--- src/rtl/minisrc_jump_ctrl.sv ---
// Hardwired fetch/execute sequencer for the Mini SRC jump/control class (jr, jal, nop, halt).
// Define MINISRC_JAL_EN to enable jal decode and the T4 link step.
module minisrc_jump_ctrl #(
   parameter int IR_W     = 32,
   parameter int OPC_W    = 5,
   parameter int MEM_WAIT = 0,
   parameter int WAIT_W   = 4
) (
   input  logic            clk,
   input  logic            clr,
   input  logic            start,
   input  logic [IR_W-1:0] ir_data,
   output logic            pc_out,
   output logic            mar_in,
   output logic            inc_pc,
   output logic            z_in,
   output logic            zlow_out,
   output logic            pc_in,
   output logic            read,
   output logic            mdr_in,
   output logic            mdr_out,
   output logic            ir_in,
   output logic            gra,
   output logic            rout,
   output logic            rin,
   output logic            link_sel,
   output logic            run,
   output logic            illegal,
   output logic [2:0]      step
);

   localparam logic [2:0] S_T0    = 3'd0;
   localparam logic [2:0] S_T1    = 3'd1;
   localparam logic [2:0] S_T2    = 3'd2;
   localparam logic [2:0] S_T3    = 3'd3;
   localparam logic [2:0] S_T4    = 3'd4;
   localparam logic [2:0] S_HALT  = 3'd5;
   localparam logic [2:0] S_RESET = 3'd7;

   localparam logic [OPC_W-1:0] OP_JR   = OPC_W'(5'b10100);
   localparam logic [OPC_W-1:0] OP_NOP  = OPC_W'(5'b11010);
   localparam logic [OPC_W-1:0] OP_HALT = OPC_W'(5'b11011);
`ifdef MINISRC_JAL_EN
   localparam logic [OPC_W-1:0] OP_JAL  = OPC_W'(5'b10011);
`endif

   localparam logic [WAIT_W-1:0] WAIT_INIT = WAIT_W'(MEM_WAIT);

   logic [2:0]       state, state_nxt;
   logic [WAIT_W-1:0] wait_cnt, wait_nxt;
   logic             illegal_nxt;
   logic [OPC_W-1:0] opcode;
   logic             op_jr, op_jal, op_nop, op_halt, op_known;
   logic             t1_first;
   logic             unused_ir_bits;

   assign opcode = ir_data[IR_W-1 -: OPC_W];
   // Operand fields belong to the datapath; only the opcode is decoded here.
   assign unused_ir_bits = ^ir_data[IR_W-OPC_W-1:0];

   assign op_jr   = (opcode == OP_JR);
   assign op_nop  = (opcode == OP_NOP);
   assign op_halt = (opcode == OP_HALT);
`ifdef MINISRC_JAL_EN
   assign op_jal  = (opcode == OP_JAL);
`else
   assign op_jal  = 1'b0;
`endif
   assign op_known = op_jr | op_jal | op_nop | op_halt;

   // The counter is reloaded on T1 entry, so it equals MEM_WAIT only in the first T1 cycle.
   assign t1_first = (wait_cnt == WAIT_INIT);

   always_comb begin
      state_nxt   = state;
      wait_nxt    = wait_cnt;
      illegal_nxt = illegal;
      case (state)
         S_RESET: state_nxt = S_T0;
         S_T0: begin
            state_nxt = S_T1;
            wait_nxt  = WAIT_INIT;
         end
         S_T1: begin
            if (wait_cnt == '0) state_nxt = S_T2;
            else                wait_nxt  = wait_cnt - WAIT_W'(1);
         end
         S_T2: state_nxt = S_T3;
         S_T3: begin
            if (op_jal)       state_nxt = S_T4;
            else if (op_halt) state_nxt = S_HALT;
            else              state_nxt = S_T0;
            if (!op_known) illegal_nxt = 1'b1;
         end
`ifdef MINISRC_JAL_EN
         S_T4: state_nxt = S_T0;
`endif
         S_HALT: begin
            if (start) begin
               state_nxt   = S_T0;
               illegal_nxt = 1'b0;
            end
         end
         default: state_nxt = S_RESET;
      endcase
   end

   always_ff @(posedge clk or negedge clr) begin
      if (!clr) begin
         state    <= S_RESET;
         wait_cnt <= '0;
         illegal  <= 1'b0;
      end else begin
         state    <= state_nxt;
         wait_cnt <= wait_nxt;
         illegal  <= illegal_nxt;
      end
   end

   always_comb begin
      pc_out   = 1'b0;
      mar_in   = 1'b0;
      inc_pc   = 1'b0;
      z_in     = 1'b0;
      zlow_out = 1'b0;
      pc_in    = 1'b0;
      read     = 1'b0;
      mdr_in   = 1'b0;
      mdr_out  = 1'b0;
      ir_in    = 1'b0;
      gra      = 1'b0;
      rout     = 1'b0;
      rin      = 1'b0;
      link_sel = 1'b0;
      run      = 1'b1;
      step     = state;
      case (state)
         S_T0: begin
            pc_out = 1'b1;
            mar_in = 1'b1;
            inc_pc = 1'b1;
            z_in   = 1'b1;
         end
         S_T1: begin
            read     = 1'b1;
            mdr_in   = 1'b1;
            zlow_out = t1_first;
            pc_in    = t1_first;
         end
         S_T2: begin
            mdr_out = 1'b1;
            ir_in   = 1'b1;
         end
         S_T3: begin
            if (op_jr) begin
               gra   = 1'b1;
               rout  = 1'b1;
               pc_in = 1'b1;
            end
`ifdef MINISRC_JAL_EN
            else if (op_jal) begin
               pc_out   = 1'b1;
               rin      = 1'b1;
               link_sel = 1'b1;
            end
`endif
         end
`ifdef MINISRC_JAL_EN
         S_T4: begin
            gra   = 1'b1;
            rout  = 1'b1;
            pc_in = 1'b1;
         end
`endif
         default: begin
            run  = 1'b0;
            step = 3'd7;
         end
      endcase
   end

endmodule
--- config.mk ---
export PLATFORM = sky130hd
export DESIGN_NAME = minisrc_jump_ctrl
export DESIGN_NICKNAME = d
export VERILOG_FILES = /design/src/rtl/minisrc_jump_ctrl.sv
export SDC_FILE = /design/constraint.sdc
export NUM_CORES = 1
export LEC_CHECK = 0
export CORE_AREA = 3 3 47 49
export DETAILED_ROUTE_END_ITERATION = 16
export DIE_AREA = 0 0 50 52
export GPL_TIMING_DRIVEN = 1
export MAX_ROUTING_LAYER = met4
export PLACE_DENSITY = 0.84
export SYNTH_ARGS = -nofsm -noshare
export SYNTH_HDL_FRONTEND = slang
export SYNTH_SLANG_ARGS = --single-unit
--- constraint.sdc ---
create_clock -name clk -period 4.5 [get_ports clk]
set_input_delay 0.9 -clock clk [delete_from_list [all_inputs] [get_ports clk]]
set_output_delay 0.9 -clock clk [all_outputs]
set_load 0.005 [all_outputs]
**Word-level counts from Yosys, hierarchy flattened**

Index checks and enable logic that the tools add are counted.

- Register bits after elaboration: 8
- Latch bits: 0
- RAM bits: 0
- Bits in read-only memories: 0
- Output and inout port bits: 19
- Word-level logic and storage cells: 44
- Memories kept: 0

- Add/sub/neg operators: 1
- $mul: 0
- Div/mod/pow operators: 0
- Magnitude comparators: 0
- Eq/ne operators: 12
- Shift operators: 0
- Mux-type cells: 18
- Bitwise logic cells: 2
- Reduce and logical (&&, ||, !) cells: 8

Operator list:

| cell | count |
|---|---|
| 3-bit one-hot mux with 6 select lines | 1 |
| 5-bit equality test, second input constant | 3 |
| 3-bit two-way mux | 4 |
| 1-bit two-way mux | 9 |
| 2-bit != test, second input constant | 4 |
| 4-bit one-hot mux with 2 select lines | 1 |
| 3-bit by 2-bit equality test with 1-bit output, second input constant | 2 |
| 3-bit equality test, second input constant | 2 |
| 4-bit zero test | 1 |
| 4-bit two-way mux | 1 |
| 1-bit one-hot mux with 2 select lines | 2 |
| 2-bit AND reduction | 2 |
| 2-bit nonzero test | 2 |
| 4-bit OR reduction | 1 |
| 4-bit by 1-bit subtractor with 4-bit output, second input constant | 1 |
| 3-bit by 1-bit equality test with 1-bit output, second input constant | 1 |
| 3-bit zero test | 1 |
| 3-bit AND reduction | 1 |
| 1-bit bitwise OR | 2 |

**Depth between registers and ports, before layout**

- Depth after elaboration: 5
- Mapped depth: 5
- Mapped depth without buffers: 5

**Least setup slack after synthesis**

No wires, ideal clock.

- Path kind: in2out
- Start: in ir_data[30]
- End: out pc_in
- Arrival time: 1.525 ns
- Path slack: 2.075 ns
- Stages: 3
- Buffers on the path: 0
- Cells stage by stage: nor4b_1 -> and2_1 -> nand2b_1

- Cells in the longest elaborated chain, start to end: 3

RTL lines:

| element | line | text |
|---|---|---|
| start: declaration | 12 | `input logic [IR_W-1:0] ir_data,` |
| 5-bit equality test | 61 | `assign op_jr = (opcode == OP_JR);` |
| 1-bit two-way mux | 155 | `if (op_jr) begin` |
| 1-bit one-hot mux with 2 select lines | 137 | `case (state)` |
| end: declaration | 18 | `output logic pc_in,` |

Every way passes these cells.

**Worst setup path after layout**

Same ends and word-level chain as after synthesis.

==> impl_metrics.py <==
metrics = {
    "run_status": {
        "outcome": "finished, final reports clean",
    },
    "setup_path": {
        "required_ns": 3.60,
        "cpMaxStageDelayCell": "clkdlybuf4s50_1",
        "cp.arrival_ns": 2.50,
        "path_buf_inv": 2,
        "r2r_end": "state[0]",
        "cp_num_cells": 5,
        "cp-end-kind": "output port",
        "start_kind": "input port",
        "crit_path_max_incr_delay_ns": 0.50,
        "regToRegSetupSlack_ns": 2.99,
        "path_class": "in2out",
        "ff2ff_path_depth": 5,
        "crit_chain": "clkdlybuf4s50_1 > nor4b_1 > and2_1 > nand2b_1 > clkdlybuf4s50_1",
        "crit_path_start": "ir_data[30]",
        "timing.rr.start": "wait_cnt[1]",
        "crit_top_cell": "clkdlybuf4s50_1",
        "crit_family": "buffers and inverters",
        "worst-path-max-fanout": 3,
        "endpoint": "pc_in",
    },
    "yosys": {
        "ys_seq_elements": 8,
        "synth_area_leaders": "dfrtp_1 (21%), dfstp_2 (13%), buf_4 (10%)",
        "postSynthCellCount": 66,
        "synth_top_area_share": 0.208,
        "synth_edf_count": 0,
        "synth_top_area_cell": "dfrtp_1",
        "ys.warnings.count": 0,
        "synth_common_cells": "buf_4 (8), inv_1 (8), nand2_1 (6), dfrtp_1 (5), nand3_1 (5)",
        "synth_area_per_cell_um2": 9.12,
        "ys.flop_type": "dfrtp_1",
        "async_reset_ff_frac": 1.00,
        "synth_area_um2": 602,
        "yosysSeqAreaShare": 0.339,
        "synth.distinct_cells": 31,
    },
    "placed_design": {
        "dp_cells": 107,
        "dp_hpwl_um": 1000,
        "portBuffers": 24,
        "pre_cts_ws_ns": 1.12,
        "gp_congestion": 0.735,
        "placed_area_um2": 800,
    },
    "grt": {
        "antenna_found_initial": 0,
        "grt.total_usage": 0.117,
        "grt_pass1_vias": 508,
        "grt_pass1_wl_um": 2200,
        "overflow": 0,
        "grt_max_degree": 12,
    },
    "die": {
        "die_y_um": 52,
        "start_util": 0.316,
        "die-area_um2": 2600,
        "coreArea_um2": 1900,
        "chipWidth_um": 50,
        "num_rows": 16,
        "io-pin-count": 54,
    },
    "sta": {
        "hold_slack_ns": 0.524,
        "drv_slew": 0,
        "rsz0062_at_grt": "no",
        "setup_violations": 0,
        "fin_crit_sh": 0.755,
        "skew_ns": 0.000735,
        "fin_crit_ns": 3.40,
        "maxClockFrequency_mhz": 294,
        "worst_slack_ns": 1.10,
        "final.setup.tns_ns": 0,
        "finalHoldViolations": 0,
    },
    "power": {
        "p_int_mw": 0.258,
        "power_mw": 0.386,
        "power_frac_seq": 0.306,
        "power_density_nw_per_um2": 467,
        "clockPowerShare": 0.154,
        "leakagePower_nw": 0.355,
        "peakVddDrop_v": 0.000206,
        "netSwitchingFraction": 0.331,
        "power.switching_mw": 0.128,
        "p_comb_frac": 0.540,
    },
    "routing": {
        "dr.pass1.iters": 4,
        "vias": 506,
        "wl_per_cell_um": 11.4,
        "drc": 0,
        "drt_wl_total_um": 1270,
        "vias_per_cell": 4.56,
        "antenna_left": 0,
        "drt_iter0_markers": 23,
    },
    "finish": {
        "nets": 121,
        "syn_to_final_growth_pct": 37.2,
        "drive_gt1_frac": 0.155,
        "final_core_util": 0.434,
        "diodes": 0,
        "final_cell_area_um2": 826,
        "final_cell_count_no_fill": 111,
        "filler_cell_count": 190,
    },
    "clocking": {
        "worstSkewPairLatency_ns": 0.25,
        "clk_pin_slew_ns": 0.06,
        "cts_tree": "built",
        "htree_levels": 1,
        "cts_setup_buffers": 0,
        "clock_sinks": 8,
        "clockRootBuffer": "clkbuf_4",
        "cts_resized": 0,
        "clk_path_buf_depth": 2,
        "numCtsBuffers": 3,
        "cts_hold_buffers": 0,
    },
    "min_path": {
        "min_from": "wait_cnt[3]",
        "hp-class": "reg2reg",
    },
    "run": {
        "maxCapViolCount": 0,
    },
}
==> worst reg2reg max path: stages (launching register included) <==
cell      delay (ns)
dfrtp_1         0.39
inv_1           0.09
ha_1            0.18
or3b_4          0.42
and2_4          0.19
nand4b_4        0.15
==> per-layer routing <==
layer / routed length (um) / share of wire / GRT usage / vias up
met4: 55 / 0.043 / 0.111 / 0
met5: 0 / 0 / - / -
met1: 543 / 0.43 / 0.124 / 236
li1: - / - / - / 252
met2: 636 / 0.50 / 0.200 / 14
met3: 33 / 0.026 / 0 / 4
==> layout by cell type (no fill, tap or decap), types with 2 or more instances in the layout <==
master	Yosys	routed
nand3_1	5	5
dfstp_2	3	3
dfrtp_1	5	5
nand2_1	6	6
nor2_1	3	3
mux2i_1	2	2
conb_1	1	2
or3_1	2	2
clkbuf_4	0	3
inv_1	8	8
clkdlybuf4s50_1	0	24
o21ai_0	3	3
==> registers in the layout (all words and copies together), names as in the netlist <==
name      count
illegal       1
state         3
wait_cnt      4
==> power by group through the flow <==
stage / Clock [mW] / Combinational [mW] / Sequential [mW]
after detailed placement: 0 / 0.211 / 0.119
after CTS: 0.0621 / 0.213 / 0.118
after floorplan: 0 / 0.127 / 0.102
after global routing: 0.0645 / 0.227 / 0.122
after global placement: 0 / 0.209 / 0.118
final: 0.0594 / 0.208 / 0.118
==> how the worst min path moves through the flow <==
stage,end,cells after the start,slack (ns)
finish,wait_cnt[3],1,0.52
global route,wait_cnt[3],1,0.55
CTS,state[2],2,0.53
detailed placement,state[2],2,0.52
global placement,wait_cnt[3],1,0.49
floorplan,wait_cnt[3],1,0.47
==> layout make-up <==
cell class / count / area (um^2) / share of cell area
Clock buffer: 4 / 26.3 / 0.0318
Inverter: 8 / 30.0 / 0.0364
Multi-Input combinational cell: 40 / 292 / 0.353
Sequential cell: 8 / 204 / 0.247
Tap cell: 27 / 33.8 / 0.0409
Timing Repair Buffer: 24 / 240 / 0.291
==> logic make-up (layout without fill, tap and decap cells) <==
group | Yosys count | in the layout | share of synthesized area
AND/OR/NAND/NOR | 28 | 28 | 0.322
buffers and inverters | 19 | 36 | 0.183
flip-flops | 8 | 8 | 0.339
AO/OA/AOI/OAI | 7 | 7 | 0.0956
multiplexers | 2 | 2 | 0.0333
adder cells (fa/ha/maj) | 1 | 1 | 0.0208
other | 1 | 2 | 0.00623
No activity file was read; power rests on OpenSTA's default activity.
